**src/rtl/acc_cpu_core_pkg.sv**
```systemverilog
// cpu_pkg: opcode and FSM state definitions shared by the accumulator CPU core and its ALU.
package cpu_pkg;
  localparam logic [3:0] OP_NOP = 4'h0;
  localparam logic [3:0] OP_ADD = 4'h1;
  localparam logic [3:0] OP_SUB = 4'h2;
  localparam logic [3:0] OP_AND = 4'h3;
  localparam logic [3:0] OP_JMP = 4'h4;
  localparam logic [3:0] OP_OR  = 4'h5;
  localparam logic [3:0] OP_XOR = 4'h6;
  localparam logic [3:0] OP_LDI = 4'h7;
  localparam logic [3:0] OP_JZ  = 4'h8;
  localparam logic [3:0] OP_JC  = 4'h9;
  localparam logic [3:0] OP_SHL = 4'hA;
  localparam logic [3:0] OP_SHR = 4'hB;
  localparam logic [3:0] OP_MUL = 4'hC;
  localparam logic [3:0] OP_CLR = 4'hD;
  localparam logic [3:0] OP_RSV = 4'hE;
  localparam logic [3:0] OP_HLT = 4'hF;
  typedef enum logic [1:0] {ST_FETCH, ST_EXEC, ST_MUL, ST_HALT} state_t;
  function automatic logic writes_acc(input logic [3:0] op);
    return op inside {OP_ADD, OP_SUB, OP_AND, OP_OR, OP_XOR, OP_LDI, OP_SHL, OP_SHR, OP_CLR};
  endfunction
endpackage

```
**src/rtl/acc_cpu_core_if.sv**
```systemverilog
// acc_cpu_core_if: instruction-fetch bus between the core (master) and instruction memory (slave).
//   imem_req/imem_addr from core; imem_valid/imem_data from memory.
interface acc_cpu_core_if #(parameter int ADDR_W = 8, parameter int OPND_W = 4);
  logic              imem_req;
  logic [ADDR_W-1:0] imem_addr;
  logic              imem_valid;
  logic [3+OPND_W:0] imem_data;
  modport master(output imem_req, imem_addr, input imem_valid, imem_data);
  modport slave(input imem_req, imem_addr, output imem_valid, imem_data);
endinterface

```
**src/rtl/acc_cpu_core_alu.sv**
```systemverilog
// acc_alu: combinational accumulator ALU.
//   op/acc/opnd/c_in in; result, c_out (c_in passed through when op leaves carry alone), z_out out.
module acc_alu
  import cpu_pkg::*;
#(
  parameter int DATA_W = 8
) (
  input  logic [3:0]        op,
  input  logic [DATA_W-1:0] acc,
  input  logic [DATA_W-1:0] opnd,
  input  logic              c_in,
  output logic [DATA_W-1:0] result,
  output logic              c_out,
  output logic              z_out
);
  always_comb begin
    {c_out, result} = {c_in, acc};
    case (op)
      OP_ADD: {c_out, result} = {1'b0, acc} + {1'b0, opnd};
      OP_SUB: {c_out, result} = {acc < opnd, acc - opnd};
      OP_AND: result = acc & opnd;
      OP_OR:  result = acc | opnd;
      OP_XOR: result = acc ^ opnd;
      OP_LDI: result = opnd;
      OP_SHL: {c_out, result} = {acc, 1'b0};
      OP_SHR: {result, c_out} = {1'b0, acc};
      OP_CLR: {c_out, result} = '0;
      default: ;
    endcase
  end
  assign z_out = result == '0;
endmodule

```
**src/rtl/acc_cpu_core.sv**
```systemverilog
// acc_cpu_core: parametrised accumulator CPU with Z/C flags, branches, fetch handshake and HALT.
//   clk, reset_n (async active-low), run_en (gates new fetches), imem (fetch bus master),
//   acc_out/pc_out/flag_z/flag_c/halted debug outputs.
//   Define CPU_MUL_EN to make opcode C a shift-add multiply; otherwise opcode C is a NOP.
module acc_cpu_core
  import cpu_pkg::*;
#(
  parameter int DATA_W = 8,
  parameter int ADDR_W = 8,
  parameter int OPND_W = 4
) (
  input  logic                 clk,
  input  logic                 reset_n,
  input  logic                 run_en,
  acc_cpu_core_if.master       imem,
  output logic [DATA_W-1:0]    acc_out,
  output logic [ADDR_W-1:0]    pc_out,
  output logic                 flag_z,
  output logic                 flag_c,
  output logic                 halted
);
  state_t            r_state, w_next;
  logic [ADDR_W-1:0] r_pc, w_pc_inc, w_pc_next, w_tgt;
  logic [DATA_W-1:0] r_acc, w_res, w_opnd;
  logic [3+OPND_W:0] r_ir;
  logic [3:0]        w_op;
  logic              r_z, r_c, r_pend, w_c, w_z, w_req, w_fire, w_jump;
  assign w_op      = r_ir[3+OPND_W -: 4];
  assign w_opnd    = DATA_W'(r_ir[OPND_W-1:0]);
  assign w_tgt     = ADDR_W'(r_ir[OPND_W-1:0]);
  assign w_pc_inc  = r_pc + ADDR_W'(1);
  assign w_jump    = w_op == OP_JMP || (w_op == OP_JZ && r_z) || (w_op == OP_JC && r_c);
  assign w_pc_next = w_jump ? w_tgt : w_op == OP_HLT ? r_pc : w_pc_inc;
  // Gated by reset_n so the request drops the instant reset asserts; a pending
  // request keeps going after run_en falls until memory answers it.
  assign w_req     = reset_n && r_state == ST_FETCH && (run_en || r_pend);
  assign w_fire    = w_req && imem.imem_valid;
  assign imem.imem_req  = w_req;
  assign imem.imem_addr = r_pc;
  assign halted  = r_state == ST_HALT;
  assign acc_out = r_acc;
  assign pc_out  = r_pc;
  assign flag_z  = r_z;
  assign flag_c  = r_c;
  acc_alu #(.DATA_W(DATA_W)) u_alu (
    .op(w_op), .acc(r_acc), .opnd(w_opnd), .c_in(r_c),
    .result(w_res), .c_out(w_c), .z_out(w_z)
  );
`ifdef CPU_MUL_EN
  localparam int PW = DATA_W + OPND_W;
  localparam int CW = $clog2(OPND_W + 1);
  logic [PW-1:0]   r_prod, w_prod_nxt;
  logic [CW-1:0]   r_mcnt;
  logic [DATA_W:0] w_sum;
  logic            w_mul_done;
  // Right-shifting product register: multiplier starts in the low bits and is
  // consumed LSB first while partial sums accumulate in the high bits.
  assign w_sum      = {1'b0, r_prod[PW-1:OPND_W]} + (r_prod[0] ? {1'b0, r_acc} : '0);
  assign w_prod_nxt = {w_sum, r_prod[OPND_W-1:1]};
  assign w_mul_done = r_mcnt == CW'(OPND_W - 1);
  always_ff @(posedge clk or negedge reset_n) begin
    if (!reset_n) begin
      r_prod <= '0;
      r_mcnt <= '0;
    end else if (r_state == ST_EXEC) begin
      r_prod <= {{DATA_W{1'b0}}, r_ir[OPND_W-1:0]};
      r_mcnt <= '0;
    end else if (r_state == ST_MUL) begin
      r_prod <= w_prod_nxt;
      r_mcnt <= r_mcnt + CW'(1);
    end
  end
`endif
  always_ff @(posedge clk or negedge reset_n) begin
    if (!reset_n) r_state <= ST_FETCH;
    else r_state <= w_next;
  end
  always_comb begin
    w_next = r_state;
    case (r_state)
      ST_FETCH: w_next = w_fire ? ST_EXEC : ST_FETCH;
      ST_EXEC: begin
        w_next = w_op == OP_HLT ? ST_HALT : ST_FETCH;
`ifdef CPU_MUL_EN
        if (w_op == OP_MUL) w_next = ST_MUL;
`endif
      end
`ifdef CPU_MUL_EN
      ST_MUL: w_next = w_mul_done ? ST_FETCH : ST_MUL;
`endif
      ST_HALT: w_next = ST_HALT;
      default: w_next = ST_FETCH;
    endcase
  end
  always_ff @(posedge clk or negedge reset_n) begin
    if (!reset_n) begin
      r_pc   <= '0;
      r_acc  <= '0;
      r_z    <= 1'b0;
      r_c    <= 1'b0;
      r_ir   <= '0;
      r_pend <= 1'b0;
    end else begin
      r_pend <= w_req && !imem.imem_valid;
      if (w_fire) r_ir <= imem.imem_data;
      if (r_state == ST_EXEC) begin
`ifdef CPU_MUL_EN
        if (w_op != OP_MUL) r_pc <= w_pc_next;
`else
        r_pc <= w_pc_next;
`endif
        if (writes_acc(w_op)) begin
          r_acc <= w_res;
          r_c   <= w_c;
          r_z   <= w_z;
        end
      end
`ifdef CPU_MUL_EN
      if (r_state == ST_MUL && w_mul_done) begin
        r_acc <= w_prod_nxt[DATA_W-1:0];
        r_c   <= |w_prod_nxt[PW-1:DATA_W];
        r_z   <= w_prod_nxt[DATA_W-1:0] == '0;
        r_pc  <= w_pc_inc;
      end
`endif
    end
  end
endmodule
```
**src/flat_wrapper.sv**
```systemverilog
// flat-port wrapper written by rule: the top's interface ports become plain ports
module acc_cpu_core_flat import cpu_pkg::*;
#(
  parameter int DATA_W = 8,
  parameter int ADDR_W = 8,
  parameter int OPND_W = 4
)
  (clk, reset_n, run_en, acc_out, pc_out, flag_z, flag_c, halted, imem_imem_req, imem_imem_addr, imem_imem_valid, imem_imem_data);
  acc_cpu_core_if #(.ADDR_W(ADDR_W), .OPND_W(OPND_W)) imem_i ();
  input  logic clk;
  input  logic reset_n;
  input  logic run_en;
  output logic [DATA_W-1:0] acc_out;
  output logic [ADDR_W-1:0] pc_out;
  output logic flag_z;
  output logic flag_c;
  output logic halted;
  output wire logic [$bits(imem_i.imem_req)-1:0] imem_imem_req;
  output wire logic [$bits(imem_i.imem_addr)-1:0] imem_imem_addr;
  input wire logic [$bits(imem_i.imem_valid)-1:0] imem_imem_valid;
  input wire logic [$bits(imem_i.imem_data)-1:0] imem_imem_data;
  assign imem_imem_req = imem_i.imem_req;
  assign imem_imem_addr = imem_i.imem_addr;
  assign imem_i.imem_valid = imem_imem_valid;
  assign imem_i.imem_data = imem_imem_data;
  acc_cpu_core #(.DATA_W(DATA_W), .ADDR_W(ADDR_W), .OPND_W(OPND_W)) u_core (.clk(clk), .reset_n(reset_n), .run_en(run_en), .imem(imem_i), .acc_out(acc_out), .pc_out(pc_out), .flag_z(flag_z), .flag_c(flag_c), .halted(halted));
endmodule
```
**config.mk**
```make
export PLATFORM = sky130hd
export DESIGN_NAME = acc_cpu_core_flat
export DESIGN_NICKNAME = d
export VERILOG_FILES = /design/src/rtl/acc_cpu_core_pkg.sv /design/src/rtl/acc_cpu_core_if.sv /design/src/rtl/acc_cpu_core_alu.sv /design/src/rtl/acc_cpu_core.sv /design/src/flat_wrapper.sv
export SDC_FILE = /design/constraint.sdc
export NUM_CORES = 1
export LEC_CHECK = 0
export ABC_CLOCK_PERIOD_IN_PS = 2500
export CORE_MARGIN = 5
export CORE_UTILIZATION = 45
export DETAILED_ROUTE_END_ITERATION = 8
export PLACE_DENSITY_LB_ADDON = 0.15
export SYNTH_ARGS = -nofsm -noshare
export SYNTH_HDL_FRONTEND = slang
export SYNTH_HIERARCHICAL = 1
export SYNTH_SLANG_ARGS = --single-unit
```
**constraint.sdc**
```tcl
create_clock -name clk -period 2.5 [get_ports clk]
set_clock_uncertainty 0.05 [all_clocks]
set_input_delay 0.5 -clock clk [delete_from_list [all_inputs] [get_ports clk]]
set_output_delay 0.5 -clock clk [all_outputs]
set_load 0.01 [all_outputs]
```
# ---- Yosys cells after proc, flatten, opt, wreduce, memory -nomap -nowiden
# Cells that the tools add are included.
dict set report op_classes {
  n_addsub 3
  order_cmp 1
  n_eq_ne 16
  mux 7
  n_bitwise 3
  n_reduce_logical 17
}
# op count
set ops {}
lappend ops {{$pmux 8 s9} 1}
lappend ops {{$eq 4x4->1 const B} 6}
lappend ops {{$eq 4x3->1 const B} 4}
lappend ops {{$mux 8} 2}
lappend ops {{$add 8x4->9} 1}
lappend ops {{$reduce_bool 9->1} 1}
lappend ops {{$add 8x1->8 const B} 1}
lappend ops {{$and 8x4->8} 1}
lappend ops {{$eq 4x2->1 const B} 2}
lappend ops {{$logic_not 8->1} 1}
lappend ops {{$lt 8x4->1} 1}
lappend ops {{$or 8x4->8} 1}
lappend ops {{$sub 8x4->8} 1}
lappend ops {{$xor 8x4->8} 1}
lappend ops {{$logic_and 1x1->1} 6}
lappend ops {{$pmux 2 s3} 1}
lappend ops {{$pmux 1 s5} 1}
lappend ops {{$reduce_bool 5->1} 1}
lappend ops {{$eq 4x1->1 const B} 1}
lappend ops {{$reduce_and 2->1} 2}
lappend ops {{$logic_or 1x1->1} 3}
lappend ops {{$reduce_and 3->1} 1}
lappend ops {{$eq 2x1->1 const B} 1}
lappend ops {{$eq 2x2->1 const B} 1}
lappend ops {{other kinds (5)} 5}
dict set report totals {
  ff_bits 29
  out_inout_bits 28
}

# ---- Logic depth before layout (Yosys ltp)
# Gate-level depths: netlist of run 1.
dict set report logic_depth {
  ltp_word 6
  mapped_depth 12
  depth_no_buf 12
}

# ---- Hierarchy
# Netlist of run 1, hierarchy kept.
# module instances cells_per_inst area_each_um2 seq_area_each_um2
set modules_own_cells {}
lappend modules_own_cells {acc_alu 1 253 1724.2 0.0}
lappend modules_own_cells {acc_cpu_core 1 113 1366.3 725.7}

# ---- Worst setup path after synthesis of run 1
# OpenSTA, ideal clock, no wires.
dict set report synth_path {
  path_kind {register -> register}
  startpoint {register u_core.r_acc[1] (netlist: u_core/acc_out[1])}
  endpoint {register u_core.r_z (netlist: u_core/flag_z)}
  t_arrival_ns 2.497
  t_required_ns 2.384
  slack_ns -0.113
  path_stages_with_launch 11
  cell_sequence {dfrtp_1 inv_1 ha_1 o21bai_1 a21oi_1 o21ai_0 a21oi_1 mux2_2 o32a_1 nor4b_2 mux2_2}
}
dict set report synth_between {
  elab_chain_len 3
  elab_cells_between_ends 7
}
# item line
set synth_lines {}
lappend synth_lines {{start, declared} acc_cpu_core.sv:24} ;# logic [DATA_W-1:0] r_acc, w_res, w_opnd;
lappend synth_lines {{start signal, assigned} acc_cpu_core.sv:113} ;# r_acc <= w_res;
lappend synth_lines {{$sub 8x4->8 / $add 8x4->9 (equally long branches)} {acc_cpu_core_alu.sv:20, acc_cpu_core_alu.sv:19}}
lappend synth_lines {{$pmux 8 s9 (*)} acc_cpu_core_alu.sv:18} ;# case (op)
lappend synth_lines {{named net u_core.w_res[7]} acc_cpu_core.sv:24}
lappend synth_lines {{$logic_not 8->1 (*)} acc_cpu_core_alu.sv:31} ;# assign z_out = result == '0;
lappend synth_lines {{named net u_core.w_z} acc_cpu_core.sv:27} ;# logic r_z, r_c, r_pend, w_c, w_z, w_req, w_fire, w_jump;
lappend synth_lines {{end signal, assigned} acc_cpu_core.sv:115} ;# r_z <= w_z;
lappend synth_lines {{end, declared} acc_cpu_core.sv:27}
# The timed path passes the listed nets; every way through them passes the cells marked *.
# A chain may end at the register's enable or synchronous reset.

# ---- Worst setup path after layout of run 1
dict set report layout_path {
  startpoint {register u_core.r_acc[0] (netlist: u_core/acc_out[0])}
  endpoint {register u_core.r_z (netlist: u_core/flag_z)}
}
# Same word-level chain as after synthesis.

==> metrics.cfg, run 1 <==
[power]
sequentialPowerShare_pct = 16.4
switching_share_pct = 44.2
power_per_cell_area_mw_per_mm2 = 1110
clkPwrFrac_pct = 11.3
comb_power_share_pct = 72.3
power_switching_w = 0.00211
p_int_w = 0.00267
ir_drop_mv = 0.539
leakage_nw = 1.86

[global_routing]
grt_pass1_vias = 3112
grt_antenna_before_repair = 0
grt_max_degree = 30
grt_pass1_wl_um = 15900
overflow = 0
grtUsageTotal_pct = 23.0

[synthesis]
synth.cell_area_mm2 = 0.00309
yosysWarnings = 6
yosysUniqueCellTypes = 67
synth_flop_cell = dfrtp_1
async_reset_ff_share_pct = 100
syn_avg_cell_area_um2 = 8.44
netlist_instances = 366
ys_seq_area_share_pct = 23.5
ys_ff_latch = 29
synth-edff-count = 0

[final_layout]
syn2layout_area_growth_pct = 39.1
finalInstanceArea_mm2 = 0.00430
finalNonFillerCells = 543
drive_gt1_share_pct = 31.1
nets = 501
antenna_cells = 0

[worst_setup_path]
reg2reg_from = u_core/acc_out[0]
end_kind = flop
crit_type = reg -> reg
required_ps = 2680
critPathLaunch = u_core/acc_out[0]
crit_path_start_kind = flop
path_cells = inv_2 -> ha_4 -> inv_2 -> fa_2 -> mux2i_1 -> nor2_1 -> a31oi_1 -> o221ai_1 -> or3_1 -> nor3_2 -> nor4b_4 -> mux2_4
cp_slowest_cell = dfrtp_2
arrival_ps = 2850
cpMostUsedCell = inv_2
cp_max_fo = 4
critPathMaxStageDelay_ps = 440

[timing]
rsz0062_at_grt = true
setup_slack_ps = -171
finalSetupViolCount = 4
slew_viol_final = 0
slew-limit-headroom_pct = 67.5
period_share_pct = 107
tightest_slew_ps = 481
finalSetupTns_ps = -361
period_needed_ps = 2670
hold_viol = 0
timing.fmax_mhz = 374

[floorplan]
io_pins = 40
fp.dieW_um = 92.9
dieArea_mm2 = 0.00862
die_y_um = 92.9
core.rowCount = 30
initial_core_util_pct = 45.7
core_area_mm2 = 0.00676

[placement]
pre_cts_slack_ps = -240
dp_cells = 529
dpl.hpwl_um = 7210
gp_congestion = 0.925
dpl_cell_area_mm2 = 0.00394
place.port_buffers = 39

[routing]
via_count = 3230
drt_iter0_markers = 415
drc_errors = 0
viasPerCell = 5.95
routed_wirelength_um = 9760
wl_per_cell_um = 18.0
first_pass_iters = 8
antenna_left = 0

[clock_network]
root_buffer = clkbuf_8
cts_buffers = 5
clock-sinks = 29
cts_max_level = 2
clk_pin_slew_ps = 80
cts_tree = built
clk_latency_ps = 290
hold_buffers = 0
ctsLongestPathBuffers = 2

[flow_run]
cap_viol_max_count = 0

[hold_path]
min_from = u_core/r_state[0]
hold_class = reg -> reg

[status]
violations = negative setup slack
outcome = finished, violations left

cells in the mapped netlist (all sizes together) (2+ instances only):
master	number	area, um^2
o32a	2	20.0
clkbuf	5	18.8
a221oi	2	17.5
nor2b	9	63.8
o221a	3	33.8
nor3	14	70.1
mux2i	10	100
nor4b	2	23.8
inv	30	113
a21o	3	22.5
o311ai	3	26.3
a211oi	2	15.0
ha	25	313
o21a	2	15.0
a2111oi	3	51.3
a2bb2oi	5	43.8
mux2	19	214
a21oi	30	154
nand2	23	91.3
a22oi	7	57.6
dfrtp	29	726
o22ai	4	25.0
o221ai	3	26.3
a22o	5	43.8
o31ai	2	15.0
o21ai	22	110
or3	3	18.8
and3	5	31.3
o41ai	2	17.5
a31oi	3	18.8
nand3b	5	37.5
a32o	2	20.0
nand2b	6	42.5
nand3	7	35.0
xnor2	3	26.3
nor4	2	12.5
o21bai	3	22.5
fa	2	40.0
buf	22	159
nor2	23	86.3
timing repair:
item / in CTS / in global routing
endpoints found under the hold margin: 0 / 0
endpoints found under the setup margin: 4 / 8
buffers inserted: 3 / 4
gates resized for setup: 21 / 22
pin swaps: 12 / 14
worst max-delay path, delay by kind of cell, from the launching register on:
| family | cells | cell delay [ps] |
|---|---|---|
| adder cells (fa/ha/maj) | 2 | 540 |
| flip-flops | 1 | 440 |
| buffers and inverters | 2 | 130 |
| AND/OR/NAND/NOR | 4 | 840 |
| AO/OA/AOI/OAI | 2 | 310 |
| multiplexers | 2 | 310 |
per-layer routing:
metal / GRT usage (%) / vias up / share of wire, %
met4: 7.94 / 0 / 2.6
li1: - / 1521 / -
met2: 35.7 / 137 / 46
met3: 2.84 / 24 / 6.1
met1: 32.8 / 1548 / 45
met5: 0 / - / 0
state kept, by name, indices dropped and copies added (netlist names):
register and cells:
u_core/imem.imem_addr 8, u_core/acc_out 8, u_core/r_state 2, u_core/flag_z 1, u_core/flag_c 1, u_core/r_ir 8, u_core/r_pend 1
metrics by stage:
stage	utilization, %	hold WS (ps)	total power (W)
final	63.6	462	0.00478
after global routing	63.6	501	0.00511
after floorplan	-	154	0.00259
after CTS	62.0	447	0.00454
after detailed placement	58.4	437	0.00379
after global placement	58.4	426	0.00377
worst paths after layout:
path / endpoint / cells past startpoint / slack [ps]
max in group asynchronous: u_core/acc_out[2] / 2 / 1500
worst max register to register: u_core/flag_z / 12 / -170
worst max-delay path: u_core/flag_z / 12 / -170
worst min-delay path: u_core/r_pend / 1 / 460
worst min register to register: u_core/r_pend / 1 / 460
min in group asynchronous: u_core/acc_out[7] / 2 / 580
cell type report:
class	instances	area, um^2
sequential	29	731
fill	572	2460
timing repair buffer	105	913
inverter	30	113
multi-input combinational	291	2320
clock inverter	2	37.5
tap	80	100
clock buffer	6	82.6
power groups by stage:
stage                     Sequential [W]  Clock [W]  Combinational [W]
after CTS                       0.000777   0.000545            0.00322
after global placement          0.000779          0            0.00299
after floorplan                 0.000879          0            0.00171
after detailed placement        0.000782          0            0.00301
final                           0.000782   0.000539            0.00346
after global routing            0.000813   0.000569            0.00373
logic make-up after synthesis:
group           synth area share [%]
compound gates                  26.5
xor+xnor                       0.850
fa+ha+maj                       11.4
buf+inv                         9.39
flops                           23.5
mux                             10.2
other cells                    0.121
simple gates                    18.1
cell usage in the layout (no fill, tap or decap), types with 10 or more instances in the layout:
cell type / instances
nor2_1: 23
nand2_1: 21
mux2_2: 14
dfrtp_1: 25
ha_1: 18
clkdlybuf4s50_1: 38
conb_1: 12
mux2i_1: 10
inv_1: 24
o21ai_0: 18
buf_4: 64
a21oi_1: 24
nor3_1: 12
Power figures use the tool's default switching activity.
==> run 2, diff against run 1 <==
--- a/config.mk
+++ b/config.mk
@@ -9,7 +9,7 @@
 export CORE_MARGIN = 5
 export CORE_UTILIZATION = 45
 export DETAILED_ROUTE_END_ITERATION = 8
-export PLACE_DENSITY_LB_ADDON = 0.15
+export PLACE_DENSITY_LB_ADDON = 0.08
 export SYNTH_ARGS = -nofsm -noshare
 export SYNTH_HDL_FRONTEND = slang
 export SYNTH_HIERARCHICAL = 1
==> metrics.cfg, run 2 (synthesized netlist as in run 1, its figures left out) <==
[global_routing]
grtUsageTotal_pct = 24.6
grt_pass1_wl_um = 16600
grt_pass1_vias = 3217
overflow = 0
grt_max_degree = 30
grt_antenna_before_repair = 0

[placement]
dp_cells = 537
dpl.hpwl_um = 7690
pre_cts_slack_ps = -223
gp_congestion = 1.01
place.port_buffers = 39
dpl_cell_area_mm2 = 0.00399

[timing]
period_needed_ps = 2640
timing.fmax_mhz = 378
rsz0062_at_grt = true
setup_slack_ps = -145
finalSetupViolCount = 3
tightest_slew_ps = 691
period_share_pct = 106
hold_viol = 0
slew-limit-headroom_pct = 53.8
slew_viol_final = 0

[hold_path]
min_path_cells = 1
hold_class = reg -> reg

[clock_network]
cts_max_level = 2
clk_latency_ps = 290
root_buffer = clkbuf_8
clock-sinks = 29
cts_buffers = 5
clk_pin_slew_ps = 70
ctsLongestPathBuffers = 2
cts_tree = built

[final_layout]
nets = 515
final_cell_mix = 77 x buf_4, 38 x clkdlybuf4s50_1, 25 x dfrtp_1
finalInstanceArea_mm2 = 0.00447
regArea_um2 = 731
finalNonFillerCells = 557
final_util_pct = 66.1
antenna_cells = 0
multiInputGateArea_mm2 = 0.00240
syn2layout_area_growth_pct = 44.6
drive_gt1_share_pct = 34.2
final_common_cell = buf_4
fill_cells = 554

[floorplan]
die_y_um = 92.9
core_area_mm2 = 0.00676
dieArea_mm2 = 0.00862
initial_core_util_pct = 45.7
core.rowCount = 30
io_pins = 40
fp.dieW_um = 92.9

[power]
p_total_w = 0.00509
power_per_cell_area_mw_per_mm2 = 1140
ir_drop_mv = 0.517
leakage_nw = 1.93

[status]
violations = negative setup slack
outcome = finished, violations left

[routing]
wl_per_cell_um = 18.9
drt_iter0_markers = 337
drc_errors = 0
antenna_left = 0
viasPerCell = 5.87
first_pass_iters = 5
via_count = 3271
routed_wirelength_um = 10500

[worst_setup_path]
cpMostUsedCell = buf_4
crit_cells = 13
path_cells = buf_4 -> ha_4 -> inv_2 -> fa_2 -> nor2b_4 -> buf_4 -> nor4_1 -> o21ai_1 -> o311ai_1 -> a2bb2oi_2 -> nor3_2 -> nor4b_2 -> mux2_4
crit_family = simple AND/OR/NAND/NOR gates
arrival_ps = 2770
end_kind = flop
cp_num_buf_inv = 3
critPathMaxStageDelay_ps = 420
required_ps = 2620
cp_max_fo = 3
crit_type = reg -> reg
rr_worst_depth = 13
cp_slowest_cell = dfrtp_2
crit_path_start_kind = flop

[flow_run]
cap_viol_max_count = 0

==> run 2: cell types whose count changed in the layout (fill, tap and decap cells not counted), moves of 2 or more <==
cell,change
ha_1,-2
ha_4,+2
a221oi_1,-2
o21ai_0,-2
buf_4,+13
a21oi_4,+2
a21oi_2,-2
buf_6,+2
==> run 2: final timing paths <==
kind | start | to | slack, ps
min | u_core/r_state[0] | u_core/r_pend | 470
min reg2reg | u_core/r_state[0] | u_core/r_pend | 470
max in group asynchronous | reset_n | u_core/acc_out[2] | 1420
max reg2reg | u_core/acc_out[0] | u_core/flag_z | -140
max | u_core/acc_out[0] | u_core/flag_z | -140
min in group asynchronous | reset_n | u_core/imem.imem_addr[7] | 660
==> run 2: per-layer routing <==
metal	track usage (%)	routed length, um	vias to the layer above
met2	41.0	5000	171
met5	0	0	-
met1	33.2	4650	1537
met3	3.98	700	19
met4	5.98	178	0
li1	-	-	1544
==> run 2: power breakdown <==
part	switching, W	total (W)	internal [W]	leakage (nW)
combinational	0.00186	0.00377	0.00190	1.52
sequential	0.000177	0.000794	0.000617	0.358
clock	0.000208	0.000533	0.000325	0.0585
==> run 2: stage by stage <==
step	setup TNS (ps)	hold slack, ps
floorplan	0	154
global placement	-513	445
detailed placement	-688	468
CTS	-176	476
global route	-875	493
finish	-367	468
==> run 2: timing repair <==
item / CTS / global route
pin swaps: 17 / 18
hold endpoints to repair: 0 / 0
setup endpoints to repair: 6 / 12
cloned: 0 / 0
hold buffers: 0 / 0
resized for setup: 35 / 23
buffers inserted: 8 / 4
==> run 2: cell type report <==
cell class | instances | area share [%]
repair buffers | 119 | 22.6
well taps | 80 | 2.24
inverters | 30 | 2.52
clock inverters | 1 | 0.672
multi-input cells | 291 | 53.7
flip-flops and latches | 29 | 16.3
clock buffers | 7 | 1.93
==> run 2: worst register-to-register path, cell delays in order, from the launching register on <==
cell and delay, ps:
dfrtp_2 420, buf_4 150, ha_4 170, inv_2 60
fa_2 220, nor2b_4 60, buf_4 120, nor4_1 280
o21ai_1 120, o311ai_1 120, a2bb2oi_2 270, nor3_2 80
nor4b_2 160, mux2_4 260
